<file path="config.mk">
export PLATFORM = sky130hd
export DESIGN_NAME = jogador_automatico_exp7_flat
export DESIGN_NICKNAME = d
export VERILOG_FILES = /design/src/rtl/jogador_automatico_exp7_if.sv /design/src/rtl/jogador_automatico_exp7.sv /design/src/flat_wrapper.sv
export SDC_FILE = /design/constraint.sdc
export NUM_CORES = 1
export LEC_CHECK = 0
export ABC_AREA = 1
export CORE_UTILIZATION = 40
export DETAILED_ROUTE_END_ITERATION = 6
export DONT_BUFFER_PORTS = 1
export SYNTH_ARGS = -nofsm -noshare
export SYNTH_HDL_FRONTEND = slang
export SYNTH_SLANG_ARGS = --single-unit
</file>
<file path="constraint.sdc">
create_clock -name clock -period 3 [get_ports clock]
set_input_delay 0.6 -clock clock [delete_from_list [all_inputs] [get_ports clock]]
set_output_delay 0.6 -clock clock [all_outputs]
set_load 0.03 [all_outputs]
</file>
<file path="src/rtl/jogador_automatico_exp7_if.sv">
// Signal bundle between the automatic player (master) and the exp7 game side (slave).
interface jogador_automatico_exp7_if;
    logic       iniciar;
    logic       errar;
    logic [3:0] leds;
    logic       ganhou;
    logic       perdeu;
    logic       iniciar_jogo;
    logic [3:0] botoes;
    logic       fim;
    logic [1:0] resultado;
    logic [3:0] db_rodada;
    logic [3:0] db_estado;

    modport master (
        input  iniciar, errar, leds, ganhou, perdeu,
        output iniciar_jogo, botoes, fim, resultado, db_rodada, db_estado
    );

    modport slave (
        output iniciar, errar, leds, ganhou, perdeu,
        input  iniciar_jogo, botoes, fim, resultado, db_rodada, db_estado
    );
endinterface

</file>
<file path="src/rtl/jogador_automatico_exp7.sv">
// Automatic player for the exp7 memory game: captures the first move, then replays
// the growing sequence and appends one LFSR-chosen move per round until the game ends.
module jogador_automatico_exp7 #(
    parameter int unsigned START_CYCLES = 10,
    parameter int unsigned WAIT_FIRST   = 2000,
    parameter int unsigned PRESS_CYCLES = 10,
    parameter int unsigned GAP_CYCLES   = 10,
    parameter int unsigned RESULT_WAIT  = 100,
    parameter int unsigned ERR_ROUND    = 3,
    parameter logic [4:0]  SEED         = 5'b10011
) (
    input logic clock,
    input logic reset,
    jogador_automatico_exp7_if.master bus
);

    typedef enum logic [3:0] {
        StOcioso         = 4'd0,
        StPulso          = 4'd1,
        StEsperaPrimeira = 4'd2,
        StPressiona      = 4'd3,
        StSolta          = 4'd4,
        StProxima        = 4'd5,
        StEsperaRes      = 4'd6,
        StFimGanhou      = 4'd7,
        StFimPerdeu      = 4'd8,
        StFimErro        = 4'd9
    } state_e;

    state_e      state_q, state_d;
    logic [15:0] cnt_q, cnt_d;
    logic [3:0]  rodada_q, rodada_d;
    logic [3:0]  jogada_q, jogada_d;
    logic        errar_q, errar_d;
    logic        captured_q, captured_d;
    logic        inserted_q, inserted_d;
    logic [4:0]  lfsr_q, lfsr_d;
    logic [3:0]  botoes_q, botoes_d;

    logic [3:0]  mem_q [16];
    logic        mem_we;
    logic [3:0]  mem_waddr;
    logic [3:0]  mem_wdata;
    logic [3:0]  first_move;
    logic [3:0]  new_move;

    function automatic logic [3:0] rotl1(input logic [3:0] m);
        return {m[2:0], m[3]};
    endfunction

    always_comb begin
        state_d    = state_q;
        rodada_d   = rodada_q;
        jogada_d   = jogada_q;
        errar_d    = errar_q;
        captured_d = captured_q;
        inserted_d = inserted_q;
        lfsr_d     = lfsr_q;
        botoes_d   = 4'b0000;
        mem_we     = 1'b0;
        mem_waddr  = 4'd0;
        mem_wdata  = 4'd0;
        // Bypass so the first press sees a value captured on the very last wait cycle.
        first_move = (bus.leds != 4'd0) ? bus.leds : mem_q[0];
        new_move   = 4'b0001 << lfsr_q[1:0];

        unique case (state_q)
            StOcioso: begin
                if (bus.iniciar) begin
                    errar_d    = bus.errar;
                    rodada_d   = 4'd0;
                    jogada_d   = 4'd0;
                    captured_d = 1'b0;
                    inserted_d = 1'b0;
                    state_d    = StPulso;
                end
            end
            StPulso: begin
                if (cnt_q == 16'(START_CYCLES - 1)) state_d = StEsperaPrimeira;
            end
            StEsperaPrimeira: begin
                if (bus.leds != 4'd0) begin
                    mem_we     = 1'b1;
                    mem_wdata  = bus.leds;
                    captured_d = 1'b1;
                end
                if (cnt_q == 16'(WAIT_FIRST - 1)) begin
                    if (captured_d) begin
                        rodada_d = 4'd0;
                        jogada_d = 4'd0;
                        state_d  = StPressiona;
                        botoes_d = (errar_q && (ERR_ROUND == 0)) ? rotl1(first_move) : first_move;
                    end else begin
                        state_d = StFimErro;
                    end
                end
            end
            StPressiona: begin
                botoes_d = botoes_q;
                if (cnt_q == 16'(PRESS_CYCLES - 1)) begin
                    botoes_d = 4'b0000;
                    state_d  = StSolta;
                end
            end
            StSolta: begin
                if (cnt_q == 16'(GAP_CYCLES - 1)) state_d = StProxima;
            end
            StProxima: begin
                if (jogada_q < rodada_q) begin
                    jogada_d = jogada_q + 4'd1;
                    botoes_d = mem_q[jogada_d];
                    state_d  = StPressiona;
                end else if (!inserted_q && (rodada_q != 4'd15)) begin
                    inserted_d = 1'b1;
                    mem_we     = 1'b1;
                    mem_waddr  = rodada_q + 4'd1;
                    mem_wdata  = new_move;
                    lfsr_d     = {lfsr_q[3:0], lfsr_q[4] ^ lfsr_q[2]};
                    botoes_d   = new_move;
                    state_d    = StPressiona;
                end else if (inserted_q) begin
                    rodada_d   = rodada_q + 4'd1;
                    jogada_d   = 4'd0;
                    inserted_d = 1'b0;
                    botoes_d   = (errar_q && (rodada_d == 4'(ERR_ROUND))) ? rotl1(mem_q[0])
                                                                           : mem_q[0];
                    state_d    = StPressiona;
                end else begin
                    state_d = StEsperaRes;
                end
            end
            StEsperaRes: begin
                if (cnt_q == 16'(RESULT_WAIT - 1)) state_d = StFimErro;
            end
            StFimGanhou, StFimPerdeu, StFimErro: begin
                if (bus.iniciar) state_d = StOcioso;
            end
            default: state_d = StOcioso;
        endcase

        // Game verdict overrides whatever the play states decided; loss wins ties.
        if (state_q inside {StPressiona, StSolta, StProxima, StEsperaRes}) begin
            if (bus.perdeu || bus.ganhou) begin
                state_d  = bus.perdeu ? StFimPerdeu : StFimGanhou;
                botoes_d = 4'b0000;
                mem_we   = 1'b0;
                lfsr_d   = lfsr_q;
            end
        end
    end

    always_comb begin
        cnt_d = (state_d != state_q) ? 16'd0 : cnt_q + 16'd1;
    end

    always_ff @(posedge clock) begin
        if (reset) begin
            state_q    <= StOcioso;
            cnt_q      <= 16'd0;
            rodada_q   <= 4'd0;
            jogada_q   <= 4'd0;
            errar_q    <= 1'b0;
            captured_q <= 1'b0;
            inserted_q <= 1'b0;
            lfsr_q     <= SEED;
            botoes_q   <= 4'b0000;
        end else begin
            state_q    <= state_d;
            cnt_q      <= cnt_d;
            rodada_q   <= rodada_d;
            jogada_q   <= jogada_d;
            errar_q    <= errar_d;
            captured_q <= captured_d;
            inserted_q <= inserted_d;
            lfsr_q     <= lfsr_d;
            botoes_q   <= botoes_d;
        end
    end

    always_ff @(posedge clock) begin
        if (!reset && mem_we) mem_q[mem_waddr] <= mem_wdata;
    end

    assign bus.botoes       = botoes_q;
    assign bus.iniciar_jogo = (state_q == StPulso);
    assign bus.fim          = state_q inside {StFimGanhou, StFimPerdeu, StFimErro};
    assign bus.resultado    = (state_q == StFimGanhou) ? 2'b01 :
                              (state_q == StFimPerdeu) ? 2'b10 :
                              (state_q == StFimErro)   ? 2'b11 : 2'b00;
    assign bus.db_rodada    = rodada_q;
    assign bus.db_estado    = state_q;

endmodule
</file>
<file path="src/flat_wrapper.sv">
// flat-port wrapper written by rule: the top's interface ports become plain ports
module jogador_automatico_exp7_flat 
#(
    parameter int unsigned START_CYCLES = 10,
    parameter int unsigned WAIT_FIRST   = 2000,
    parameter int unsigned PRESS_CYCLES = 10,
    parameter int unsigned GAP_CYCLES   = 10,
    parameter int unsigned RESULT_WAIT  = 100,
    parameter int unsigned ERR_ROUND    = 3,
    parameter logic [4:0]  SEED         = 5'b10011
)
  (clock, reset, bus_iniciar, bus_errar, bus_leds, bus_ganhou, bus_perdeu, bus_iniciar_jogo, bus_botoes, bus_fim, bus_resultado, bus_db_rodada, bus_db_estado);
  jogador_automatico_exp7_if bus_i ();
  input logic clock;
  input logic reset;
  input wire logic [$bits(bus_i.iniciar)-1:0] bus_iniciar;
  input wire logic [$bits(bus_i.errar)-1:0] bus_errar;
  input wire logic [$bits(bus_i.leds)-1:0] bus_leds;
  input wire logic [$bits(bus_i.ganhou)-1:0] bus_ganhou;
  input wire logic [$bits(bus_i.perdeu)-1:0] bus_perdeu;
  output wire logic [$bits(bus_i.iniciar_jogo)-1:0] bus_iniciar_jogo;
  output wire logic [$bits(bus_i.botoes)-1:0] bus_botoes;
  output wire logic [$bits(bus_i.fim)-1:0] bus_fim;
  output wire logic [$bits(bus_i.resultado)-1:0] bus_resultado;
  output wire logic [$bits(bus_i.db_rodada)-1:0] bus_db_rodada;
  output wire logic [$bits(bus_i.db_estado)-1:0] bus_db_estado;
  assign bus_i.iniciar = bus_iniciar;
  assign bus_i.errar = bus_errar;
  assign bus_i.leds = bus_leds;
  assign bus_i.ganhou = bus_ganhou;
  assign bus_i.perdeu = bus_perdeu;
  assign bus_iniciar_jogo = bus_i.iniciar_jogo;
  assign bus_botoes = bus_i.botoes;
  assign bus_fim = bus_i.fim;
  assign bus_resultado = bus_i.resultado;
  assign bus_db_rodada = bus_i.db_rodada;
  assign bus_db_estado = bus_i.db_estado;
  jogador_automatico_exp7 #(.START_CYCLES(START_CYCLES), .WAIT_FIRST(WAIT_FIRST), .PRESS_CYCLES(PRESS_CYCLES), .GAP_CYCLES(GAP_CYCLES), .RESULT_WAIT(RESULT_WAIT), .ERR_ROUND(ERR_ROUND), .SEED(SEED)) u_core (.clock(clock), .reset(reset), .bus(bus_i));
endmodule
</file>
==> impl_results.md, run 1 <==
* Status: finished clean
* Count of antenna diodes in the layout at 0
* Setup clock skew after layout at 11.4 ps
* Share of async-settable or async-resettable flops after synthesis at 0
* Syn_nets at 620
* Final setup TNS at 0 ps
* GR met3 Demand/Resource at 0.0416
* Transition time at the pin with the least slew margin at around 1100 ps
* Reg-to-Reg Start: u_core.bus.db_rodada[1]$_SDFFE_PP0P_
* Total Wirelength at ~12000 um
* Cell Rows at 41
* Number of port buffers at 0
* Register-to-register setup slack at a little under 300 ps
* Period Utilization, post-route at 0.901
* CP max-delay cell: sky130_fd_sc_hd__a21oi_1
* CTS tree: yes
* Horizontal extent of the die at around 120 um
* Detailed Route Iter0 Violations at 327
* YS warnings at 0
* Max Transition Viols Final at 0
* Initial Util at 0.409
* Count of nets after finishing at 635
* Global-route layer with the greatest usage: met2
* Overall routing resource usage at 0.189
* Detail-routed net length per standard cell at 15.3 um
* Number of buffers created by CTS at 9
* Length in cells of the worst reg-to-reg path at 12
* Total design power at ~0.0028 W
* Number of detailed-routing iterations run before antenna repair at 5
* Root Buffer: sky130_fd_sc_hd__clkbuf_16
* Count of cells resized by post-cts repair at 0
* Leakage Power at 2.21 nW
* Share of synthesized area occupied by flip-flops and latches at 0.529
* First-pass GRT wire length at 18800 um
* CTS hold repair buffers at 0
* Data required time at the worst endpoint at approximately 3000 ps
* Power per unit of standard cell area at 484 nW/um^2
* Number of enable flip-flop cells after synthesis at 64
* Crit. End Element: register
* Synthesized cell area at between 5000 and 6000 um^2
* Cells on Worst Hold Path at 1
* Number of library cell types mapped by synthesis at 34
* Most used flip-flop cell after synthesis: sky130_fd_sc_hd__edfxtp_1
* Cell class contributing the biggest share of worst-path delay: simple AND/OR/NAND/NOR gates
* Insertion delay to the later sink of the worst-skew pair at roughly 360 ps
* Worst path arrival time at 2720 ps
* Worst min-delay path class: in -> reg
* Met2 global-route usage at 0.324
* Critical Path Fanout Max at 4
* Area growth syn-to-layout at 11.5%
* Endpoint of the worst-slack reg-to-reg timing path: u_core.mem_q[11][3]$_DFFE_PP_
* Maximum number of pins on one net before global-route repair at 38
* Count of pins on the block boundary at 26
* Via count of the first global-routing pass at 3822
* Met1 global-route usage at 0.225
* Final setup violation count at 0
* Placeable core region at 12600 um^2
* Setup slack after placement at approximately 340 ps
* Fin. Hold Viols at 0
* Total number of H-tree levels at 3
* Post-CTS setup repair buffer count at 0
* Worst Hold End: u_core.inserted_q$_SDFFE_PP0P_
* Setup repair after global routing missed its margin: no
* Count of nets left with antenna violations after detail routing at 0
* CP Buf/Inv Count at 2
* Post-DP HPWL at 8860 um
* Maxcap violations at 0
* Most frequent cell on the critical path: sky130_fd_sc_hd__nand2_1
* Number of synthesized register bits at 104
* Critical path launch point type: register
* Gp weighted congestion at approximately 0.86
* Worst hold path startpoint: reset
* Clock-pin transition on the worst setup and hold timing paths at 80 ps
* Detailed-route via count at 4083
* Area enclosed by the die boundary at roughly 13000 um^2
* VDD IR-drop max at around 270 uV
* Final critical-path required period at 2700 ps
* Worst slew margin relative to its limit at 0.261
* List of cells traversed by the critical path: inv_1 > ha_1 > o21ai_0 > nand2_1 > nand2_1 > nand2_1 > nand2_1 > nor2_1 > inv_1 > a21oi_1 > nand3_1 > nor2_1
* Smallest setup slack after layout at 298 ps
* Total clock sinks at 104
* Beginning of the critical path: u_core.bus.db_rodada[1]$_SDFFE_PP0P_
* Mapped Avg Cell Area at 8.54 um^2
* Max Buffers Root-to-Sink at 2
* Fraction of layout cells with a size suffix above 1 at 0.0981
* GRT overflow at 0
* Crit Path Class: reg -> reg
* Delay contributed by the slowest stage of the critical path at 360 ps
* Height of the die at 115 um
* Antenna violations before repair at 0
* Syn Inst Count at about 600
* Count of unresolved DRC violations after routing at 0
* Per-cell via count in the routed design at 5.14
* Peak Freq at 370 MHz
-- metal layers --
layer	vias up	share of wire
met2	123	0.50
met3	17	0.058
met4	0	0.020
met5	-	0
li1	2054	-
met1	1889	0.43
-- state kept, by name, indices dropped and copies added, names as in the netlist, 4 cells and up --
name / cells
u_core.jogada_q: 4
u_core.cnt_q: 16
u_core.lfsr_q: 5
u_core.bus.db_rodada: 4
u_core.mem_q: 64
u_core.bus.db_estado: 4
u_core.bus.botoes: 4
-- worst max-delay path by stage --
| stage | cells past startpoint | slack [ps] | to |
|---|---|---|---|
| 2_1_floorplan | 12 | 440 | u_core.mem_q[10][0]$_DFFE_PP_ |
| 3_3_place_gp | 12 | 400 | u_core.mem_q[2][2]$_DFFE_PP_ |
| 3_5_place_dp | 12 | 340 | u_core.mem_q[2][0]$_DFFE_PP_ |
| 4_1_cts | 12 | 330 | u_core.mem_q[11][3]$_DFFE_PP_ |
| 5_1_grt | 12 | 10 | u_core.mem_q[11][3]$_DFFE_PP_ |
| 6_report | 12 | 300 | u_core.mem_q[11][3]$_DFFE_PP_ |
-- synthesized netlist by cell type (2+ instances only) --
cell type                    n  area (um^2)
sky130_fd_sc_hd__nand2_1   116          435
sky130_fd_sc_hd__nor2_1     90          338
sky130_fd_sc_hd__edfxtp_1   64         1920
sky130_fd_sc_hd__inv_1      63          236
sky130_fd_sc_hd__nand3_1    44          220
sky130_fd_sc_hd__dfxtp_1    40          801
sky130_fd_sc_hd__o21ai_0    40          200
sky130_fd_sc_hd__a21oi_1    36          180
sky130_fd_sc_hd__nor2_2     13         81.3
sky130_fd_sc_hd__clkbuf_1   12         45.0
sky130_fd_sc_hd__xor2_1     12          105
sky130_fd_sc_hd__o221ai_1    9         78.8
sky130_fd_sc_hd__ha_1        8          100
sky130_fd_sc_hd__o211ai_1    8         60.1
sky130_fd_sc_hd__xnor2_1     7         61.3
sky130_fd_sc_hd__nand4_1     5         31.3
sky130_fd_sc_hd__a211oi_1    4         30.0
sky130_fd_sc_hd__inv_2       4         15.0
sky130_fd_sc_hd__nor2_4      4         45.0
sky130_fd_sc_hd__nor3_1      4         20.0
sky130_fd_sc_hd__a22oi_1     3         22.5
sky130_fd_sc_hd__nand2_2     3         18.8
sky130_fd_sc_hd__o311ai_0    2         17.5
-- cells by family after synthesis --
| kind of cell | synth area share |
|---|---|
| flops | 0.529 |
| fa+ha+maj | 0.0195 |
| simple gates | 0.236 |
| compound gates | 0.122 |
| buf+inv | 0.0615 |
| xor+xnor | 0.0324 |
-- cells in the final DEF (no fill, tap or decap), types with 2 or more instances in the layout --
cell type and count:
sky130_fd_sc_hd__nand2_1 116, sky130_fd_sc_hd__nor2_1 90, sky130_fd_sc_hd__edfxtp_1 64, sky130_fd_sc_hd__inv_1 63, sky130_fd_sc_hd__nand3_1 44, sky130_fd_sc_hd__o21ai_0 40
sky130_fd_sc_hd__dfxtp_1 40, sky130_fd_sc_hd__a21oi_1 36, sky130_fd_sc_hd__buf_4 19, sky130_fd_sc_hd__nor2_2 13, sky130_fd_sc_hd__xor2_1 12, sky130_fd_sc_hd__o221ai_1 9
sky130_fd_sc_hd__clkbuf_16 9, sky130_fd_sc_hd__o211ai_1 8, sky130_fd_sc_hd__ha_1 8, sky130_fd_sc_hd__xnor2_1 7, sky130_fd_sc_hd__nand4_1 5, sky130_fd_sc_hd__inv_2 4
sky130_fd_sc_hd__nor2_4 4, sky130_fd_sc_hd__nor3_1 4, sky130_fd_sc_hd__a211oi_1 4, sky130_fd_sc_hd__nand2_2 3, sky130_fd_sc_hd__a22oi_1 3, sky130_fd_sc_hd__o311ai_0 2
sky130_fd_sc_hd__clkinv_8 2, sky130_fd_sc_hd__inv_6 2
-- metrics by stage --
step	hold WS [ps]	utilization	instance area, um^2	cells
floorplan	433	-	5140	602
global placement	446	0.433	5440	778
detailed placement	453	0.433	5440	778
CTS	292	0.456	5740	794
global route	300	0.456	5740	794
finish	302	0.456	5740	794
-- worst register-to-register path, stage by stage, from the launching register on --
cell and delay, ps:
sky130_fd_sc_hd__dfxtp_1 330, sky130_fd_sc_hd__inv_1 50, sky130_fd_sc_hd__ha_1 260, sky130_fd_sc_hd__o21ai_0 80
sky130_fd_sc_hd__nand2_1 60, sky130_fd_sc_hd__nand2_1 40, sky130_fd_sc_hd__nand2_1 120, sky130_fd_sc_hd__nand2_1 110
sky130_fd_sc_hd__nor2_1 210, sky130_fd_sc_hd__inv_1 90, sky130_fd_sc_hd__a21oi_1 360, sky130_fd_sc_hd__nand3_1 320
sky130_fd_sc_hd__nor2_1 350
-- report_power, final --
group | total [W] | leakage, nW | internal [W] | switching, W
registers | 0.00152 | 0.848 | 0.00151 | 0.00000906
clock network | 0.00116 | 0.148 | 0.000589 | 0.000569
logic | 0.000104 | 1.21 | 0.0000302 | 0.0000733
total | 0.00278 | 2.21 | 0.00213 | 0.000652
-- final cells by class --
class / count / area [um^2]
Tap cell: 172 / 215
Multi-Input combinational cell: 416 / 2100
Clock buffer: 9 / 225
Sequential cell: 104 / 2720
Fill cell: 1226 / 6830
Clock inverter: 7 / 75.1
Timing Repair Buffer: 19 / 143
Inverter: 67 / 251
(Power assumes the default switching activity.)
==> run 2: changes to the inputs <==
--- a/config.mk
+++ b/config.mk
@@ -6,9 +6,10 @@
 export NUM_CORES = 1
 export LEC_CHECK = 0
 export ABC_AREA = 1
-export CORE_UTILIZATION = 40
+export CORE_UTILIZATION = 30
 export DETAILED_ROUTE_END_ITERATION = 6
 export DONT_BUFFER_PORTS = 1
+export MAX_ROUTING_LAYER = met4
 export SYNTH_ARGS = -nofsm -noshare
 export SYNTH_HDL_FRONTEND = slang
 export SYNTH_SLANG_ARGS = --single-unit
==> constraint.sdc (replaced) <==
create_clock -name clock -period 3.5 [get_ports clock]
set_input_delay 0.7 -clock clock [delete_from_list [all_inputs] [get_ports clock]]
set_output_delay 0.7 -clock clock [all_outputs]
set_load 0.03 [all_outputs]
==> run 2 against run 1 <==
  * Worst setup slack better by 160 ps
  * Routed wire length up 5.1%
  * Die area up 33%
  * Sequential cell count unchanged
  * Final cell count up 5.2%
  * Critical path depth unchanged
  * Combinational power down 29%
  * Critical path type unchanged
  * Worst hold slack better by 110 ps
  * Critical endpoint is now u_core.mem_q[9][1]$_DFFE_PP_
  * Highest routed layer unchanged
  * Largest cell class unchanged
  * Register-to-register slack better by 160 ps
  * Clock power down 14%
  * Global-route usage down 3.2 points
==> impl_results.md, run 2 (synthesis results as in run 1) <==
* Worst slew margin relative to its limit at 0.501
* Multi-input logic area at 2100 um^2
* Net load switching power at 0.000568 W
* CP Buf/Inv Count at 3
* CTS tree: yes
* Count of antenna diodes in the layout at 0
* Max Buffers Root-to-Sink at 2
* Via count of the first global-routing pass at approximately 3900
* Area enclosed by the die boundary at ~18000 um^2
* Per-cell via count in the routed design at about 4.9
* Status: finished clean
* Horizontal extent of the die at 133 um
* Critical path launch point type: register
* Share of power burned in combinational logic at 0.031
* Final setup TNS at 0 ps
* CTS hold repair buffers at 0
* Final critical-path required period at 3040 ps
* Max Transition Viols Final at 0
* Initial Util at 0.309
* Height of the die at ~130 um
* Number of detailed-routing iterations run before antenna repair at 5
* First-pass GRT wire length at 20700 um
* Most frequent cells in the layout: 116 x sky130_fd_sc_hd__nand2_1, 90 x sky130_fd_sc_hd__nor2_1, 64 x sky130_fd_sc_hd__edfxtp_1, 63 x sky130_fd_sc_hd__inv_1, 44 x sky130_fd_sc_hd__nand3_1
* Count of pins on the block boundary at 26
* Root Buffer: sky130_fd_sc_hd__clkbuf_16
* Placeable core region at 16600 um^2
* Detail-routed net length per standard cell at 15.3 um
* Detailed Route Iter0 Violations at 240
* Largest Register: u_core.mem_q
* Sequential fraction of design power at 0.549
* Int Pwr at 0.00182 W
* Core utilization of the finished layout at 0.345
* Most frequent cell on the critical path: sky130_fd_sc_hd__nand2_1
* Worst path arrival time at 3070 ps
* Gp weighted congestion at 0.864
* Largest registers: u_core.mem_q (64), u_core.cnt_q (16), u_core.lfsr_q (5)
* Delay contributed by the slowest stage of the critical path at 590 ps
* Critical Path Fanout Max at 6
* Count of nets after finishing at ~630
* Number of port buffers at 0
* Clock-pin transition on the worst setup and hold timing paths at 70 ps
* List of cells traversed by the critical path: inv_1 > ha_1 > nand2_1 > inv_1 > nand2_1 > nand2_1 > nand2_1 > nor2_1 > inv_1 > a21oi_1 > nand3_1 > nor2_1
* GRT overflow at 0
* Count of unresolved DRC violations after routing at 0
* Setup repair after global routing missed its margin: no
* Total number of H-tree levels at 3
* Worst min-delay path class: in -> reg
* Total Wirelength at 12800 um
* Max FFs per register at 64
* VDD IR-drop max at about 190 uV
* Overall routing resource usage at 0.156
* Fin. Hold Viols at 0
* Leakage Power at roughly 2.2 nW
* Post-route worst hold slack at 407 ps
* Peak Freq at 328 MHz
* Period Utilization, post-route at 0.870
* Final setup violation count at 0
* Setup clock skew after layout at 9.97 ps
* Post-DP HPWL at just over 9000 um
* Crit Path Class: reg -> reg
* Count of nets left with antenna violations after detail routing at 0
* Switching Fraction at 0.238
* Number of buffers created by CTS at 9
* Antenna violations before repair at 0
* Maxcap violations at 0
* Count of cells resized by post-cts repair at 0
* Total clock sinks at 104
* Crit. End Element: register
* Register cell area after layout at 2720 um^2
* CP max-delay cell: sky130_fd_sc_hd__dfxtp_1
* Detailed-route via count at 4088
* Area growth syn-to-layout at 11.5%
* Insertion delay to the later sink of the worst-skew pair at ~360 ps
* Number of inserted filler cells in the final layout at 1725
* Cell Rows at 47
* Power per unit of standard cell area at 416 nW/um^2
* Data required time at the worst endpoint at about 3500 ps
* Clk network pwr share at 0.420
* Maximum number of pins on one net before global-route repair at 38
* Fraction of layout cells with a size suffix above 1 at 0.0878
* Post-CTS setup repair buffer count at 0
* Cell class contributing the biggest share of worst-path delay: simple AND/OR/NAND/NOR gates
* Most common cell after layout, fill and taps aside: sky130_fd_sc_hd__nand2_1
* Transition time at the pin with the least slew margin at between 700 and 800 ps
-- run 2: routing by layer --
layer  GRT usage  vias to the layer above  routed length (um)
li1            -                     2042                   -
met2       0.236                       88                5900
met1       0.198                     1935                5940
met4      0.0734                        0                 353
met5           -                        -                   0
met3      0.0352                       23                 594
-- run 2: power groups by stage --
stage	clock, W	combinational [W]	sequential (W)
after CTS	0.00102	0.0000757	0.00131
after global placement	0	0.0000755	0.00134
after detailed placement	0	0.0000750	0.00134
after floorplan	0	0.0000573	0.00134
final	0.00100	0.0000743	0.00131
after global routing	0.00107	0.0000839	0.00131
-- run 2: metrics by stage --
stage,total power [W],std cells,area (um^2),worst slack [ps]
5_1_grt,0.00246,835,5730,149
3_3_place_gp,0.00141,819,5440,579
6_report,0.00239,835,5730,456
4_1_cts,0.00241,835,5730,442
3_5_place_dp,0.00141,819,5440,451
2_1_floorplan,0.00139,602,5140,937
-- run 2: final timing paths --
| path | from | end | slack [ps] | cells past startpoint |
|---|---|---|---|---|
| max | u_core.bus.db_rodada[2]$_SDFFE_PP0P_ | u_core.mem_q[9][1]$_DFFE_PP_ | 460 | 12 |
| min | reset | u_core.bus.db_estado[3]$_SDFF_PP0_ | 410 | 1 |
| max reg2reg | u_core.bus.db_rodada[2]$_SDFFE_PP0P_ | u_core.mem_q[9][1]$_DFFE_PP_ | 460 | 12 |
| min reg2reg | u_core.lfsr_q[3]$_SDFFE_PP0P_ | u_core.lfsr_q[4]$_SDFFE_PP1P_ | 470 | 2 |
-- run 2: layout make-up --
class / count / area share
Clock inverter: 7 / 0.0113
Timing Repair Buffer: 12 / 0.0157
Inverter: 67 / 0.0439
Multi-Input combinational cell: 416 / 0.367
Tap cell: 220 / 0.0480
Clock buffer: 9 / 0.0393
Sequential cell: 104 / 0.475
